### src/rtl/wb_pkg.sv
// rtl/wb_pkg.sv - shared encodings and state type for the write-back stage
package wb_pkg;

  localparam logic [1:0] FONTE_ALU  = 2'b00;
  localparam logic [1:0] FONTE_MEM  = 2'b01;
  localparam logic [1:0] FONTE_PC4  = 2'b10;
  localparam logic [1:0] FONTE_IMED = 2'b11;

  localparam logic [2:0] CARGA_WORD   = 3'd0;
  localparam logic [2:0] CARGA_BYTE_S = 3'd1;
  localparam logic [2:0] CARGA_BYTE_U = 3'd2;
  localparam logic [2:0] CARGA_HALF_S = 3'd3;
  localparam logic [2:0] CARGA_HALF_U = 3'd4;

  typedef enum logic {OCIOSO, ESPERA} estado_t;

endpackage

### src/rtl/extensor_carga.sv
// rtl/extensor_carga.sv - sub-word load lane select, sign/zero extension and alignment check
module extensor_carga
  import wb_pkg::*;
#(
  parameter int LARGURA = 32
) (
  input  logic [LARGURA-1:0]         dadoLido,
  input  logic [2:0]                 tipo_carga,
  input  logic [$clog2(LARGURA/8)-1:0] deslocamento,
  output logic [LARGURA-1:0]         valorCarga,
  output logic                       desalinhado
);

  logic [LARGURA-1:0] deslocado;

  // Shifting instead of indexed part-select keeps misaligned halves in range.
  always_comb begin
    deslocado   = dadoLido >> {deslocamento, 3'b000};
    valorCarga  = deslocado;
    desalinhado = 1'b0;
    case (tipo_carga)
      CARGA_BYTE_S: valorCarga = {{(LARGURA-8){deslocado[7]}}, deslocado[7:0]};
      CARGA_BYTE_U: valorCarga = {{(LARGURA-8){1'b0}}, deslocado[7:0]};
      CARGA_HALF_S: begin
        valorCarga  = {{(LARGURA-16){deslocado[15]}}, deslocado[15:0]};
        desalinhado = deslocamento[0];
      end
      CARGA_HALF_U: begin
        valorCarga  = {{(LARGURA-16){1'b0}}, deslocado[15:0]};
        desalinhado = deslocamento[0];
      end
      default: desalinhado = (deslocamento != '0);
    endcase
  end

endmodule

### src/rtl/estagio_wb.sv
// rtl/estagio_wb.sv - registered MEM/WB stage with memory-ready wait and timeout
// Optional WB_CONTADORES_EN adds retired-instruction and stall-cycle counters.
module estagio_wb
  import wb_pkg::*;
#(
  parameter int LARGURA  = 32,
  parameter int BITS_REG = 5,
  parameter int TIMEOUT  = 15
) (
  input  logic                         clock,
  input  logic                         reset,
  input  logic                         valido_in,
  input  logic [1:0]                   fonte_wb,
  input  logic [2:0]                   tipo_carga,
  input  logic [$clog2(LARGURA/8)-1:0] deslocamento,
  input  logic [LARGURA-1:0]           resultadoALU,
  input  logic [LARGURA-1:0]           dadoLido,
  input  logic [LARGURA-1:0]           pc_mais4,
  input  logic [LARGURA-1:0]           imediato,
  input  logic                         memoria_pronta,
  input  logic [BITS_REG-1:0]          reg_destino,
  input  logic                         escreve_reg,
  input  logic                         flush,
  output logic [LARGURA-1:0]           resposta,
  output logic [BITS_REG-1:0]          reg_destino_out,
  output logic                         escreve_reg_out,
  output logic                         parado,
  output logic                         erro_mem,
  output logic                         erro_alinhamento
`ifdef WB_CONTADORES_EN
  ,
  output logic [31:0]                  instrucoes_retiradas,
  output logic [31:0]                  ciclos_parados
`endif
);

  localparam int BITS_CONT = $clog2(TIMEOUT + 1);

  estado_t              estado, proxEstado;
  logic [BITS_CONT-1:0] contador, proxContador;
  logic                 captura, estouro;
  logic [LARGURA-1:0]   valorCarga, valorSel;
  logic                 desalinhado, erroAlinh, retira;

  extensor_carga #(.LARGURA(LARGURA)) uExtensor (
    .dadoLido     (dadoLido),
    .tipo_carga   (tipo_carga),
    .deslocamento (deslocamento),
    .valorCarga   (valorCarga),
    .desalinhado  (desalinhado)
  );

  always_comb begin
    proxEstado   = estado;
    proxContador = contador;
    captura      = 1'b0;
    estouro      = 1'b0;
    parado       = 1'b0;
    if (flush) begin
      proxEstado   = OCIOSO;
      proxContador = '0;
    end else begin
      case (estado)
        OCIOSO: begin
          if (valido_in) begin
            if (fonte_wb != FONTE_MEM || memoria_pronta) begin
              captura = 1'b1;
            end else begin
              parado       = 1'b1;
              proxEstado   = ESPERA;
              proxContador = '0;
            end
          end
        end
        ESPERA: begin
          if (memoria_pronta) begin
            captura    = 1'b1;
            proxEstado = OCIOSO;
          end else if (contador == BITS_CONT'(TIMEOUT)) begin
            // Give up: release the pipeline and drop the load.
            estouro      = 1'b1;
            proxEstado   = OCIOSO;
            proxContador = '0;
          end else begin
            parado       = 1'b1;
            proxContador = contador + 1'b1;
          end
        end
        default: proxEstado = OCIOSO;
      endcase
    end
  end

  always_comb begin
    case (fonte_wb)
      FONTE_ALU: valorSel = resultadoALU;
      FONTE_MEM: valorSel = valorCarga;
      FONTE_PC4: valorSel = pc_mais4;
      default:   valorSel = imediato;
    endcase
  end

  assign erroAlinh = (fonte_wb == FONTE_MEM) && desalinhado;
  assign retira    = captura && escreve_reg && !erroAlinh;

  always_ff @(posedge clock) begin
    if (reset) begin
      estado           <= OCIOSO;
      contador         <= '0;
      resposta         <= '0;
      reg_destino_out  <= '0;
      escreve_reg_out  <= 1'b0;
      erro_mem         <= 1'b0;
      erro_alinhamento <= 1'b0;
    end else begin
      estado           <= proxEstado;
      contador         <= proxContador;
      escreve_reg_out  <= retira;
      erro_mem         <= estouro;
      erro_alinhamento <= captura && erroAlinh;
      if (captura) begin
        resposta        <= valorSel;
        reg_destino_out <= reg_destino;
      end
    end
  end

`ifdef WB_CONTADORES_EN
  always_ff @(posedge clock) begin
    if (reset) begin
      instrucoes_retiradas <= '0;
      ciclos_parados       <= '0;
    end else begin
      if (retira) instrucoes_retiradas <= instrucoes_retiradas + 32'd1;
      if (parado) ciclos_parados <= ciclos_parados + 32'd1;
    end
  end
`endif

endmodule
### config.mk
export PLATFORM = sky130hd
export DESIGN_NAME = estagio_wb
export DESIGN_NICKNAME = d
export VERILOG_FILES = /design/src/rtl/wb_pkg.sv /design/src/rtl/extensor_carga.sv /design/src/rtl/estagio_wb.sv
export SDC_FILE = /design/constraint.sdc
export NUM_CORES = 1
export LEC_CHECK = 0
export ABC_AREA = 1
export BUFFER_PORTS_ARGS = -buffer_cell sky130_fd_sc_hd__buf_2
export CORE_UTILIZATION = 45
export DETAILED_ROUTE_END_ITERATION = 10
export GPL_TIMING_DRIVEN = 0
export PLACE_DENSITY = 0.79
export SYNTH_ARGS = -nofsm -noshare
export SYNTH_HDL_FRONTEND = slang
export SYNTH_SLANG_ARGS = --single-unit
### constraint.sdc
create_clock -name clock -period 2.02 [get_ports clock]
set_clock_uncertainty 0.1 [all_clocks]
set_input_delay 0.101 -clock clock [delete_from_list [all_inputs] [get_ports clock]]
set_output_delay 0.101 -clock clock [all_outputs]
set_load 0.03 [all_outputs]
==> results.json <==
{
  "status": "finished clean",
  "root_buffer": "clkbuf_8",
  "tritoncts": "yes",
  "finalMaxSlewViolations": 0,
  "syn_area_um2": 3320,
  "ant_nets": 0,
  "synth_common_cells": "nand2_1, nor2_1, a21oi_1",
  "dr_wl_met3_um": 902,
  "power_switching_w": 0.000876,
  "nets": 938,
  "path_delay_family": "flip-flops",
  "initial_core_util_pct": 47.8,
  "rsz0062_at_grt": "false",
  "min_path_cells": 3,
  "synth_edf_count": 0,
  "row_count": 30,
  "cts-buffers-inserted": 5,
  "slowest_stage": "dfxtp_1",
  "antenna_found_initial": 0,
  "crit_chain": "ha_1, nand2_1, nor2_1, inv_1, a22oi_1, nor2_1, buf_2",
  "hp-start": "valido_in",
  "critPathMaxStageDelay_ns": 0.39,
  "setup_tns_ns": 0,
  "gp_congestion": 0.929,
  "place_area_um2": 4370,
  "syn2layout_area_growth_pct": 40.5,
  "wire_per_inst_um": 13.7,
  "path_max_fanout": 4,
  "hold_ws_ns": 0.0217,
  "drv_cap": 0,
  "gr-usage-all-layers_pct": 31.3,
  "cp-start-kind": "flip-flop",
  "io_buffer_count": 185,
  "leakagePower_nw": 2.52,
  "syn_avg_cell_area_um2": 5.70,
  "diodes": 0,
  "period_share_pct": 90.7,
  "hpwl_mm": 9.69,
  "intPower_w": 0.00176,
  "vias": 4557,
  "yosysWarnings": 0,
  "cts_buffer_depth": 2,
  "regToRegEndpoint": "resposta[12]",
  "drt_iter0_drc": 301,
  "regArea_um2": 901,
  "clkLatencyLatePin_ns": 0.30,
  "post-route-util_pct": 67.2,
  "ys_seq_area_share_pct": 27.1,
  "crit_top_cell": "nor2_1",
  "critical_path_required_ns": 1.82,
  "pwr-share-clk_pct": 32.0,
  "overflow": 0,
  "synthArstFlopShare_pct": 0,
  "r2r_cells": 6,
  "syn-instance-count": 583,
  "setup_violations": 0,
  "ys.flop_type": "dfxtp_1",
  "r2r_start": "estado",
  "io_pins": 187,
  "fp.dieW_um": 87.9,
  "worst_pin_slew_ns": 0.588,
  "clock_sinks": 45,
  "power_frac_comb_pct": 31.6,
  "grt_pass1_vias": 4138,
  "synth_seq_cells": 45,
  "place_ws_ns": 0.156,
  "nFillCells": 684,
  "cp-end-kind": "output port",
  "max_freq_mhz": 546,
  "final_area_um2": 4660,
  "netlist_top_cells_area": "dfxtp_1, nand2_1, nor2_1",
  "ctsResizeCount": 0,
  "grt_pass1_wl_mm": 18.8,
  "synth_cell_type_count": 29,
  "met1_length_mm": 5.11,
  "wl_met2_mm": 5.91,
  "slew_headroom_pct": 60.8,
  "drive_gt1_share_pct": 28.7,
  "reg2reg_slack_ns": 0.37,
  "cts_max_level": 2,
  "netlist.top_cell.by_area": "dfxtp_1",
  "synth_most_common_cell": "nand2_1",
  "vdd_ir_drop_max_v": 0.000467,
  "hold_class": "in -> reg",
  "p_sw_share_pct": 33.3,
  "drcViolationCount": 0,
  "crit_type": "reg -> out",
  "path_clk_slew_ns": 0.10,
  "vias_per_cell": 5.13,
  "final.setup.worst_slack_ns": 0.188,
  "die_area_um2": 7730,
  "die_h_um": 87.9,
  "syn_nets": 730,
  "synth_top_area_share_pct": 27.1,
  "dr.pass1.iters": 6,
  "arrival_ns": 1.63,
  "multi_input_area_um2": 2100,
  "final.min_clock_period_ns": 1.83,
  "hold_viol_final": 0,
  "core-area_um2": 6940,
  "crit_buf_inv": 2,
  "highest_layer": "met4",
  "drt_wl_total_mm": 12.1,
  "pwr_density_cell_nw_per_um2": 565,
  "pwr-share-seq_pct": 36.3,
  "grt_max_degree": 16,
  "holdPathEnd": "estado"
}
-- kinds of logic after synthesis --
group / synth area share [%]
xor+xnor: 0.264
flops: 27.1
compound gates: 18.6
fa+ha+maj: 0.377
simple gates: 44.0
buf+inv: 9.68
-- power groups by stage --
stage	logic [W]	clock network (W)	registers [W]
6_report	0.000834	0.000843	0.000958
5_1_grt	0.000919	0.000885	0.000964
4_1_cts	0.000826	0.000849	0.000957
3_5_place_dp	0.000799	0	0.000976
3_3_place_gp	0.000788	0	0.000976
2_1_floorplan	0.000394	0	0.00107
-- layout make-up --
cell class                 instances  share of cell area [%]
buffer                            36                    4.00
inverter                          36                    2.90
timing repair buffer             201                    23.3
tap                               96                    2.58
clock inverter                     3                    1.48
sequential                        45                    19.3
multi-input combinational        466                    45.0
clock buffer                       5                    1.48
-- timing repair --
action | in CTS | in global routing
endpoints found under the hold margin | 16 | 0
setup buffers | 0 | 0
hold buffers | 16 | 0
-- worst max-delay path by stage --
stage | start | to | slack, ns | cells after the start
6_report | contador[0] | parado | 0.19 | 7
5_1_grt | contador[0] | parado | 0.04 | 7
4_1_cts | contador[0] | parado | 0.19 | 7
3_5_place_dp | fonte_wb[0] | resposta[8] | 0.16 | 8
3_3_place_gp | fonte_wb[0] | resposta[8] | 0.16 | 8
2_1_floorplan | contador[0] | parado | 0.60 | 6
-- worst reg2reg max path, delay by kind of cell, from the launching register on --
family | cells | cell delay, ns
AO/OA/AOI/OAI | 2 | 0.28
buffers and inverters | 1 | 0.37
flip-flops | 1 | 0.38
AND/OR/NAND/NOR | 3 | 0.46
-- sequential cells by signal (all words and copies together), names as in the netlist --
signal and flops:
reg_destino_out 5, erro_alinhamento 1, contador 4, estado 1, erro_mem 1, escreve_reg_out 1, resposta 32
-- placed cells by master, fill, tap and decap left out --
cell	Yosys	routed
buf_2	11	196
nand2_1	191	191
nor2_1	109	109
a21oi_1	50	50
nand3_1	45	45
dfxtp_1	45	45
inv_1	31	31
o21ai_0	23	23
a221oi_1	19	19
clkbuf_1	16	16
dlygate4sd3_1	0	16
buf_4	6	6
or2_2	5	5
clkbuf_8	0	5
inv_2	4	4
nor3_1	4	4
nand3_2	3	3
o21bai_1	3	3
a22oi_1	2	2
buf_6	2	2
a31oi_1	2	2
a211oi_1	2	2
o211ai_1	2	2
bufinv_16	0	2
nor2_4	1	1
nor2_2	1	1
clkinv_1	1	1
nor3_2	1	1
o21ai_1	1	1
xor2_1	1	1
buf_1	1	1
ha_1	1	1
inv_6	0	1
-- metal layers --
metal / vias to the layer above / global-route usage, %
met5: - / 0
met4: 0 / 8.79
met3: 22 / 5.47
met2: 223 / 56.9
met1: 1999 / 37.7
li1: 2313 / -
-- through the flow --
| step | power [W] | std cells |
|---|---|---|
| after global routing | 0.00277 | 888 |
| after global placement | 0.00176 | 864 |
| after detailed placement | 0.00178 | 864 |
| after floorplan | 0.00146 | 583 |
| after CTS | 0.00263 | 888 |
| final | 0.00264 | 888 |
Power figures use the tool's default switching activity.
